$ cat src/rtl/counter_step_sequencer_pkg.sv
// Shared definitions for the counter step sequencer: state encoding,
// move modes and default field widths.
package counter_step_sequencer_pkg;

  localparam int DEF_CNT_W = 4;
  localparam int DEF_PRE_W = 4;

  typedef enum logic [1:0] {
    ST_IDLE = 2'd0,
    ST_UP   = 2'd1,
    ST_DOWN = 2'd2,
    ST_DONE = 2'd3
  } state_e;

  localparam logic MODE_GOTO     = 1'b0;
  localparam logic MODE_PINGPONG = 1'b1;

  // True while the sequencer is actively issuing steps.
  function automatic logic is_running(state_e s);
    return (s == ST_UP) || (s == ST_DOWN);
  endfunction

endpackage

$ cat src/rtl/counter_step_sequencer_prescaler.sv
// Step-rate divider: produces one tick every prescale+1 running cycles.
// The divider freezes (holds) whenever run_i is low, so a pause never
// loses or duplicates a step.
module step_prescaler
  import counter_step_sequencer_pkg::*;
#(
  parameter int PRE_W = DEF_PRE_W
) (
  input  logic             clk,
  input  logic             rst_n,
  input  logic             clr_i,
  input  logic             run_i,
  input  logic [PRE_W-1:0] prescale_i,
  output logic             tick_o
);

  logic [PRE_W-1:0] div_q;
  logic [PRE_W-1:0] div_d;

  assign tick_o = run_i && (div_q == prescale_i);

  // Next divider value: clear on a new command or a tick, count while running, else hold.
  always_comb begin
    div_d = div_q;
    if (clr_i || tick_o) begin
      div_d = '0;
    end else if (run_i) begin
      div_d = div_q + PRE_W'(1);
    end
  end

  // Divider register.
  always_ff @(posedge clk or negedge rst_n) begin
    if (!rst_n) begin
      div_q <= '0;
    end else begin
      div_q <= div_d;
    end
  end

endmodule

$ cat src/rtl/counter_step_sequencer.sv
// Counter step sequencer: accepts a move command and drives the 4-bit
// up/down counter with single-cycle step strobes, either to a target
// (goto) or sweeping between 0 and the target (ping-pong).
module counter_step_sequencer
  import counter_step_sequencer_pkg::*;
#(
  parameter int CNT_W = DEF_CNT_W,
  parameter int PRE_W = DEF_PRE_W
) (
  input  logic             clk,
  input  logic             rst_n,
  input  logic             start,
  input  logic             stop,
  input  logic             pause,
  input  logic             mode,
  input  logic [CNT_W-1:0] target,
  input  logic [PRE_W-1:0] prescale,
  input  logic [CNT_W-1:0] cnt_q,
  output logic             cnt_en,
  output logic             cnt_up,
  output logic             busy,
  output logic             done
);

  state_e           state_q;
  state_e           start_state;
  logic [CNT_W-1:0] pos_q;
  logic [CNT_W-1:0] target_q;
  logic [PRE_W-1:0] prescale_q;
  logic             mode_q;
  logic             cnt_en_q;
  logic             cnt_up_q;
  logic             busy_q;
  logic             done_q;

  logic             accept;
  logic             run;
  logic             tick;
  logic [CNT_W-1:0] pos_inc;
  logic [CNT_W-1:0] pos_dec;

  // A command is taken only when not already moving; stop always wins.
  assign accept  = start && !stop && ((state_q == ST_IDLE) || (state_q == ST_DONE));
  assign run     = is_running(state_q) && !pause;
  assign pos_inc = pos_q + CNT_W'(1);
  assign pos_dec = pos_q - CNT_W'(1);

  // Pick the first state of a new command from the live counter value.
  always_comb begin
    start_state = ST_DONE;
    if (mode == MODE_GOTO) begin
      if (cnt_q < target) begin
        start_state = ST_UP;
      end else if (cnt_q > target) begin
        start_state = ST_DOWN;
      end
    end else if (target != '0) begin
      start_state = (cnt_q < target) ? ST_UP : ST_DOWN;
    end
  end

  step_prescaler #(
    .PRE_W(PRE_W)
  ) u_prescaler (
    .clk       (clk),
    .rst_n     (rst_n),
    .clr_i     (accept),
    .run_i     (run),
    .prescale_i(prescale_q),
    .tick_o    (tick)
  );

  // Sequencer FSM with shadow position and registered outputs.
  always_ff @(posedge clk or negedge rst_n) begin
    if (!rst_n) begin
      state_q    <= ST_IDLE;
      pos_q      <= '0;
      target_q   <= '0;
      prescale_q <= '0;
      mode_q     <= MODE_GOTO;
      cnt_en_q   <= 1'b0;
      cnt_up_q   <= 1'b0;
      busy_q     <= 1'b0;
      done_q     <= 1'b0;
    end else begin
      cnt_en_q <= 1'b0;
      done_q   <= 1'b0;
      if (stop) begin
        state_q <= ST_IDLE;
        busy_q  <= 1'b0;
      end else begin
        unique case (state_q)
          ST_IDLE, ST_DONE: begin
            if (start) begin
              target_q   <= target;
              prescale_q <= prescale;
              mode_q     <= mode;
              pos_q      <= cnt_q;
              state_q    <= start_state;
              busy_q     <= is_running(start_state);
              done_q     <= (start_state == ST_DONE);
            end else begin
              state_q <= ST_IDLE;
              busy_q  <= 1'b0;
            end
          end
          ST_UP: begin
            if (tick) begin
              pos_q    <= pos_inc;
              cnt_en_q <= 1'b1;
              cnt_up_q <= 1'b1;
              if (pos_inc == target_q) begin
                if (mode_q == MODE_GOTO) begin
                  state_q <= ST_DONE;
                  busy_q  <= 1'b0;
                  done_q  <= 1'b1;
                end else begin
                  state_q <= ST_DOWN;
                end
              end
            end
          end
          ST_DOWN: begin
            if (tick) begin
              pos_q    <= pos_dec;
              cnt_en_q <= 1'b1;
              cnt_up_q <= 1'b0;
              if ((mode_q == MODE_GOTO) && (pos_dec == target_q)) begin
                state_q <= ST_DONE;
                busy_q  <= 1'b0;
                done_q  <= 1'b1;
              end else if ((mode_q == MODE_PINGPONG) && (pos_dec == '0)) begin
                state_q <= ST_UP;
              end
            end
          end
          default: begin
            state_q <= ST_IDLE;
            busy_q  <= 1'b0;
          end
        endcase
      end
    end
  end

  assign cnt_en = cnt_en_q;
  assign cnt_up = cnt_up_q;
  assign busy   = busy_q;
  assign done   = done_q;

endmodule

$ cat config.mk
export PLATFORM = sky130hd
export DESIGN_NAME = counter_step_sequencer
export DESIGN_NICKNAME = d
export VERILOG_FILES = /design/src/rtl/counter_step_sequencer_pkg.sv /design/src/rtl/counter_step_sequencer_prescaler.sv /design/src/rtl/counter_step_sequencer.sv
export SDC_FILE = /design/constraint.sdc
export NUM_CORES = 1
export LEC_CHECK = 0
export BUFFER_PORTS_ARGS = -buffer_cell sky130_fd_sc_hd__buf_2
export CAP_MARGIN = 5
export CORE_MARGIN = 1.5
export CORE_UTILIZATION = 57
export CTS_CLUSTER_SIZE = 40
export DETAILED_ROUTE_END_ITERATION = 16
export PLACE_DENSITY = 0.79
export SKIP_CTS_REPAIR_TIMING = 1
export SYNTH_ARGS = -nofsm -noshare
export SYNTH_HDL_FRONTEND = slang
export SYNTH_SLANG_ARGS = --single-unit
$ cat constraint.sdc
create_clock -name clk -period 3.32 [get_ports clk]
set_clock_uncertainty 0.2 [all_clocks]
set_input_delay 0.166 -clock clk [delete_from_list [all_inputs] [get_ports clk]]
set_output_delay 0.166 -clock clk [all_outputs]
set_load 0.01 [all_outputs]
==> flow_summary.toml, run 1 <==
[synth]
ys_seq_area_frac = 0.355
avgSynthCellArea_um2 = 9.07
ys_types = 50
synth_largest_area_cell = "dfrtp_1"
yosysMostFrequentCell = "nand2_1"
synthCells = 179
syn_area_um2 = 1620
synth-edff-count = 0
ys_top_cells_by_count = "24 x nand2_1, 23 x dfrtp_1, 12 x inv_1"
async_reset_ff_frac = 1.00
synthFlopType = "dfrtp_1"
ys_ff_latch = 23
ys_warn_count = 0
netlist.area_leader.share = 0.355
syn_nets = 208
synth.area.top_cells = "dfrtp_1 35%, ha_1 8.5%, nand2_1 5.6%"

[power]
p_per_area_nw_per_um2 = 861
total_power_mw = 1.64
ir_worst_vdd_mv = 0.651
p_leak_nw = 0.917

[setup_path]
critical_path.endpoint_type = "flop"
r2r-end = "state_q[1]$_DFFE_PN0P_"
required_ps = 3340
reg2reg_depth = 7
arrival_ps = 2610
critPathMaxFanout = 14
crit_type = "flop to flop"
r2r-start = "pos_q[0]$_DFFE_PN0P_"
regToRegSetupSlack_ps = 730
cp-start-kind = "flop"

[clocking]
cts_tree = "done"
cts_max_level = 1
cts_root_buf = "clkbuf_4"
cts_max_path_buffers = 2
cts_buffers = 3
clkSlewWorstSetupHoldPaths_ps = 140
clock_latency_ps = 330
cts.sinks = 23

[cells_and_area]
syn2layout_area_growth_pct = 17.3
drive_above_1_share = 0.161
n_fill_cell = 208
seqCellArea_um2 = 576
multi_input_area_um2 = 958
diodes = 0
nets = 241

[worst_hold_path]
whs_path_depth = 3
hp-class = "input port to flop"
hp-start = "cnt_q[3]"
hold_end = "pos_q[3]$_DFFE_PN0P_"

[global_routing]
grt-ovfl-total = 0
grt_pass1_vias = 1341
grt_pass1_wl_um = 6210
antenna_found_initial = 0
grt_max_degree = 24
grt_use_total = 0.253

[sta]
hold_viol = 0
period_needed_ps = 2590
relSlewSlack = 0.630
max_freq_mhz = 387
fin_tns_setup_ps = 0
max_slew.worst_pin.slew_ps = 555
finalCritPeriodShare = 0.779
setup-violations-final = 0
maxSlewViolCount = 0
rsz0062_at_grt = "false"

[die]
coreArea_um2 = 2730
pin_count = 22
die_h_um = 56.4
rows = 19
start_util = 0.594
fp.dieW_um = 56.4
dieArea_um2 = 3180

[route]
first_iter_violations = 57
postRouteAntennaNets = 0
wl_per_cell_um = 16.0
vias = 1427
drc = 0
first_pass_iters = 4
wirelength_um = 3860
viasPerCell = 5.90

[run]
maxCapViolCount = 0

[outcome]
status = "complete, no violations"

[place]
hpwl_um = 2730
port_buffers = 21
gp_congestion = 0.915
sequential cells by signal (all words and copies together), names as in the netlist:
register           count
target_q               4
state_q                2
cnt_en                 1
mode_q                 1
pos_q                  4
u_prescaler.div_q      4
busy                   1
done                   1
prescale_q             4
cnt_up                 1
worst max-delay path, cell delays in order, from the launching register on:
cell and delay [ps]:
dfrtp_1 630, inv_1 120, ha_1 350, xnor2_1 260
nor3_1 90, a31o_1 260, o211ai_2 220, mux2_1 350
power breakdown:
group          total (mW)  switching, mW  internal, mW
Clock               0.139         0.0936        0.0453
Sequential          0.550          0.158         0.393
Combinational       0.950          0.527         0.423
layout make-up:
cell class,count,area share
Tap cell,31,0.0204
Sequential cell,23,0.302
Clock buffer,3,0.0118
Multi-Input combinational cell,135,0.503
Inverter,13,0.0256
Clock inverter,1,0.00263
Timing Repair Buffer,36,0.134
worst max-delay path by stage:
stage / start / end / slack [ps] / depth (start not counted)
2_1_floorplan: pos_q[0]$_DFFE_PN0P_ / busy$_DFFE_PN0P_ / 960 / 8
3_5_place_dp: pos_q[0]$_DFFE_PN0P_ / state_q[1]$_DFFE_PN0P_ / 790 / 7
5_1_grt: state_q[0]$_DFFE_PN0P_ / busy$_DFFE_PN0P_ / 550 / 6
6_report: pos_q[0]$_DFFE_PN0P_ / state_q[1]$_DFFE_PN0P_ / 730 / 7
4_1_cts: pos_q[0]$_DFFE_PN0P_ / state_q[1]$_DFFE_PN0P_ / 750 / 7
3_3_place_gp: pos_q[0]$_DFFE_PN0P_ / state_q[0]$_DFFE_PN0P_ / 860 / 7
per-layer routing:
layer	GRT usage	part of all wire
met4	0.0816	0.025
met2	0.415	0.47
met3	0.0369	0.043
met1	0.345	0.46
met5	0	0
placed cells by master (no fill, tap or decap), drive strengths merged, types with 4 or more instances in the layout:
master and n:
nand2 24, dfrtp 23, buf 21, dlygate4sd3 15, inv 13, ha 11, nor2 11, xnor2 10
o21ai 10, a21oi 6, xor2 6, mux2 5, nand4 4
through the flow:
stage | instance area (um^2) | setup slack, ps | instances | hold slack, ps | utilization
global placement | 1730 | 858 | 223 | -33.3 | 0.632
CTS | 1750 | 749 | 227 | -393 | 0.642
global route | 1900 | 551 | 242 | 30.4 | 0.697
detailed placement | 1730 | 786 | 223 | -22.8 | 0.632
finish | 1900 | 733 | 242 | 17.3 | 0.697
floorplan | 1620 | 960 | 179 | -330 | -
logic make-up after synthesis:
logic type	Yosys count	synth area share
adder cells (fa/ha/maj)	11	0.0848
multiplexers	8	0.0555
flip-flops	23	0.355
AO/OA/AOI/OAI	41	0.180
AND/OR/NAND/NOR	59	0.175
XOR/XNOR	16	0.0956
buffers and inverters	21	0.0547
Note: power is estimated with default switching activity, not from simulation.
==> run 2, diff against run 1 <==
--- a/config.mk
+++ b/config.mk
@@ -5,6 +5,7 @@
 export SDC_FILE = /design/constraint.sdc
 export NUM_CORES = 1
 export LEC_CHECK = 0
+export ABC_AREA = 1
 export BUFFER_PORTS_ARGS = -buffer_cell sky130_fd_sc_hd__buf_2
 export CAP_MARGIN = 5
 export CORE_MARGIN = 1.5
==> constraint.sdc (replaced) <==
create_clock -name clk -period 2.5 [get_ports clk]
set_clock_uncertainty 0.2 [all_clocks]
set_input_delay 0.125 -clock clk [delete_from_list [all_inputs] [get_ports clk]]
set_output_delay 0.125 -clock clk [all_outputs]
set_load 0.01 [all_outputs]
==> run 2 against run 1 <==
- critical path depth is 8 higher
- clock power is 27% higher
- first-iteration DRC count is 67% higher
- hold slack worse by 55 ps
- register-to-register slack worse by 400 ps
- combinational power is 18% higher
- non-clock buffer count is 1 lower
- synthesized area is 4.6% higher
- largest cell class unchanged
- sequential cell count stayed put
- the run now ends with hold timing left
- die area is 4.4% higher
- final cell count is 25% higher
- global-route usage is 1.4 points lower
==> flow_summary.toml, run 2 <==
[place]
placed_cells = 286
post-place-ws_ps = 371
port_buffers = 21
hpwl_um = 2830
gp_congestion = 0.882

[power]
ir_worst_vdd_mv = 0.722
p_leak_nw = 1.07
p_per_area_nw_per_um2 = 997

[synth]
synthFlopType = "dfrtp_1"
synth_largest_area_cell = "dfrtp_1"
netlist.area_leader.share = 0.339
yosysMostFrequentCell = "nand2_1"
ys_top_cells_by_count = "63 x nand2_1, 34 x inv_1, 25 x nand3_1"
ys_warn_count = 0
synthCells = 236
async_reset_ff_frac = 1.00
synth.area.top_cells = "dfrtp_1 34%, nand2_1 14%, ha_1 8.1%"
ys_seq_area_frac = 0.339
avgSynthCellArea_um2 = 7.19
synth-edff-count = 0
ys_types = 28
syn_nets = 265
ys_ff_latch = 23
syn_area_um2 = 1700

[sta]
hold_viol = 1
whs_ps = -37.5
setup-violations-final = 0
rsz0062_at_grt = "false"
relSlewSlack = 0.643
setup_ws_ps = 274
fin_tns_setup_ps = 0
maxSlewViolCount = 0
finalCritPeriodShare = 0.890
period_needed_ps = 2230
max_slew.worst_pin.slew_ps = 535
max_freq_mhz = 449

[cells_and_area]
n_fill_cell = 249
final_common_cell = "nand2_1"
finalNonFillerCells = 303
final_cell_mix = "63 x nand2_1, 34 x inv_1, 25 x nand3_1"
seqCellArea_um2 = 576
nets = 302
syn2layout_area_growth_pct = 16.6
diodes = 0
multi_input_area_um2 = 957
drive_above_1_share = 0.143

[clocking]
clock_latency_ps = 310
cts.sinks = 23
cts_max_path_buffers = 2
cts_buffers = 3
cts_tree = "done"
cts_max_level = 1
cts_root_buf = "clkbuf_4"
clkSlewWorstSetupHoldPaths_ps = 130

[route]
vias = 1635
wirelength_um = 3850
viasPerCell = 5.40
drc = 0
first_pass_iters = 4
postRouteAntennaNets = 0
first_iter_violations = 95
wl_per_cell_um = 12.7

[worst_hold_path]
hp-class = "input port to flop"

[die]
rows = 19
die_h_um = 57.6
start_util = 0.610
fp.dieW_um = 57.6
pin_count = 22
dieArea_um2 = 3310
coreArea_um2 = 2780

[global_routing]
antenna_found_initial = 0
grt_max_degree = 24
grt_pass1_wl_um = 6150
grt_pass1_vias = 1417
grt_use_total = 0.239
grt-ovfl-total = 0

[setup_path]
crit_type = "input port to flop"
critical_path.endpoint_type = "flop"
arrival_ps = 2280
cp-start-kind = "input port"
required_ps = 2560
critPathMaxFanout = 3

[run]
maxCapViolCount = 0

[outcome]
status = "finished, violations left"
violations = "hold timing"
[run 2: cells by family (layout without fill, tap and decap cells)]
| family | Yosys count | in the layout | share of synthesized area |
|---|---|---|---|
| adder cells (fa/ha/maj) | 11 | 11 | 0.0811 |
| AO/OA/AOI/OAI | 31 | 31 | 0.108 |
| AND/OR/NAND/NOR | 124 | 124 | 0.334 |
| XOR/XNOR | 4 | 4 | 0.0206 |
| flip-flops | 23 | 23 | 0.339 |
| buffers and inverters | 40 | 76 | 0.0973 |
| multiplexers | 3 | 3 | 0.0199 |
[run 2: report_power, final]
| group | switching [mW] | internal, mW | total, mW | leakage, nW |
|---|---|---|---|---|
| logic | 0.692 | 0.424 | 1.12 | 0.763 |
| registers | 0.167 | 0.515 | 0.681 | 0.290 |
| clock network | 0.114 | 0.0624 | 0.176 | 0.0150 |
| total | 0.973 | 1.00 | 1.97 | 1.07 |
[run 2: metal layers]
layer / track usage / vias to the layer above / part of all wire
met1: 0.334 / 747 / 0.43
met5: 0 / - / 0
met2: 0.385 / 51 / 0.50
li1: - / 829 / -
met4: 0.0565 / 0 / 0.019
met3: 0.0476 / 8 / 0.056
[run 2: final cells by class]
cell class	instances	share of cell area
tap	31	0.0196
timing repair buffer	35	0.123
multi-input combinational	173	0.484
clock buffer	4	0.0133
inverter	37	0.0702
sequential	23	0.291
[run 2: worst paths after layout]
kind | from | endpoint | slack, ps | cells past startpoint
setup / recovery | target[3] | busy$_DFFE_PN0P_ | 270 | 15
hold / removal | cnt_q[2] | pos_q[2]$_DFFE_PN0P_ | -40 | 5
setup reg to reg | pos_q[0]$_DFFE_PN0P_ | busy$_DFFE_PN0P_ | 330 | 12
hold reg to reg | busy$_DFFE_PN0P_ | busy$_DFFE_PN0P_ | 320 | 2
max in group asynchronous | rst_n | busy$_DFFE_PN0P_ | 1650 | 2
min in group asynchronous | rst_n | prescale_q[3]$_DFFE_PN0P_ | 90 | 2
[run 2: stage by stage]
| step | utilization | hold WS, ps | cell area, um^2 | total power, mW |
|---|---|---|---|---|
| CTS | 0.665 | -423 | 1850 | 1.95 |
| global placement | 0.655 | -75.7 | 1820 | 1.76 |
| detailed placement | 0.655 | -73.6 | 1820 | 1.77 |
| floorplan | - | -371 | 1700 | 1.56 |
| global route | 0.712 | 0.687 | 1980 | 2.17 |
| finish | 0.712 | -37.5 | 1980 | 1.97 |
[run 2: worst max-delay path, stage by stage]
cell	delay (ps)
dlygate4sd3_1	560
buf_2	140
inv_1	100
ha_1	260
nand2_1	70
inv_1	50
nand2_1	60
nand2_1	60
nor2_1	190
inv_1	70
ha_1	270
inv_1	30
nor2_1	150
nand2_1	80
nand2_1	70
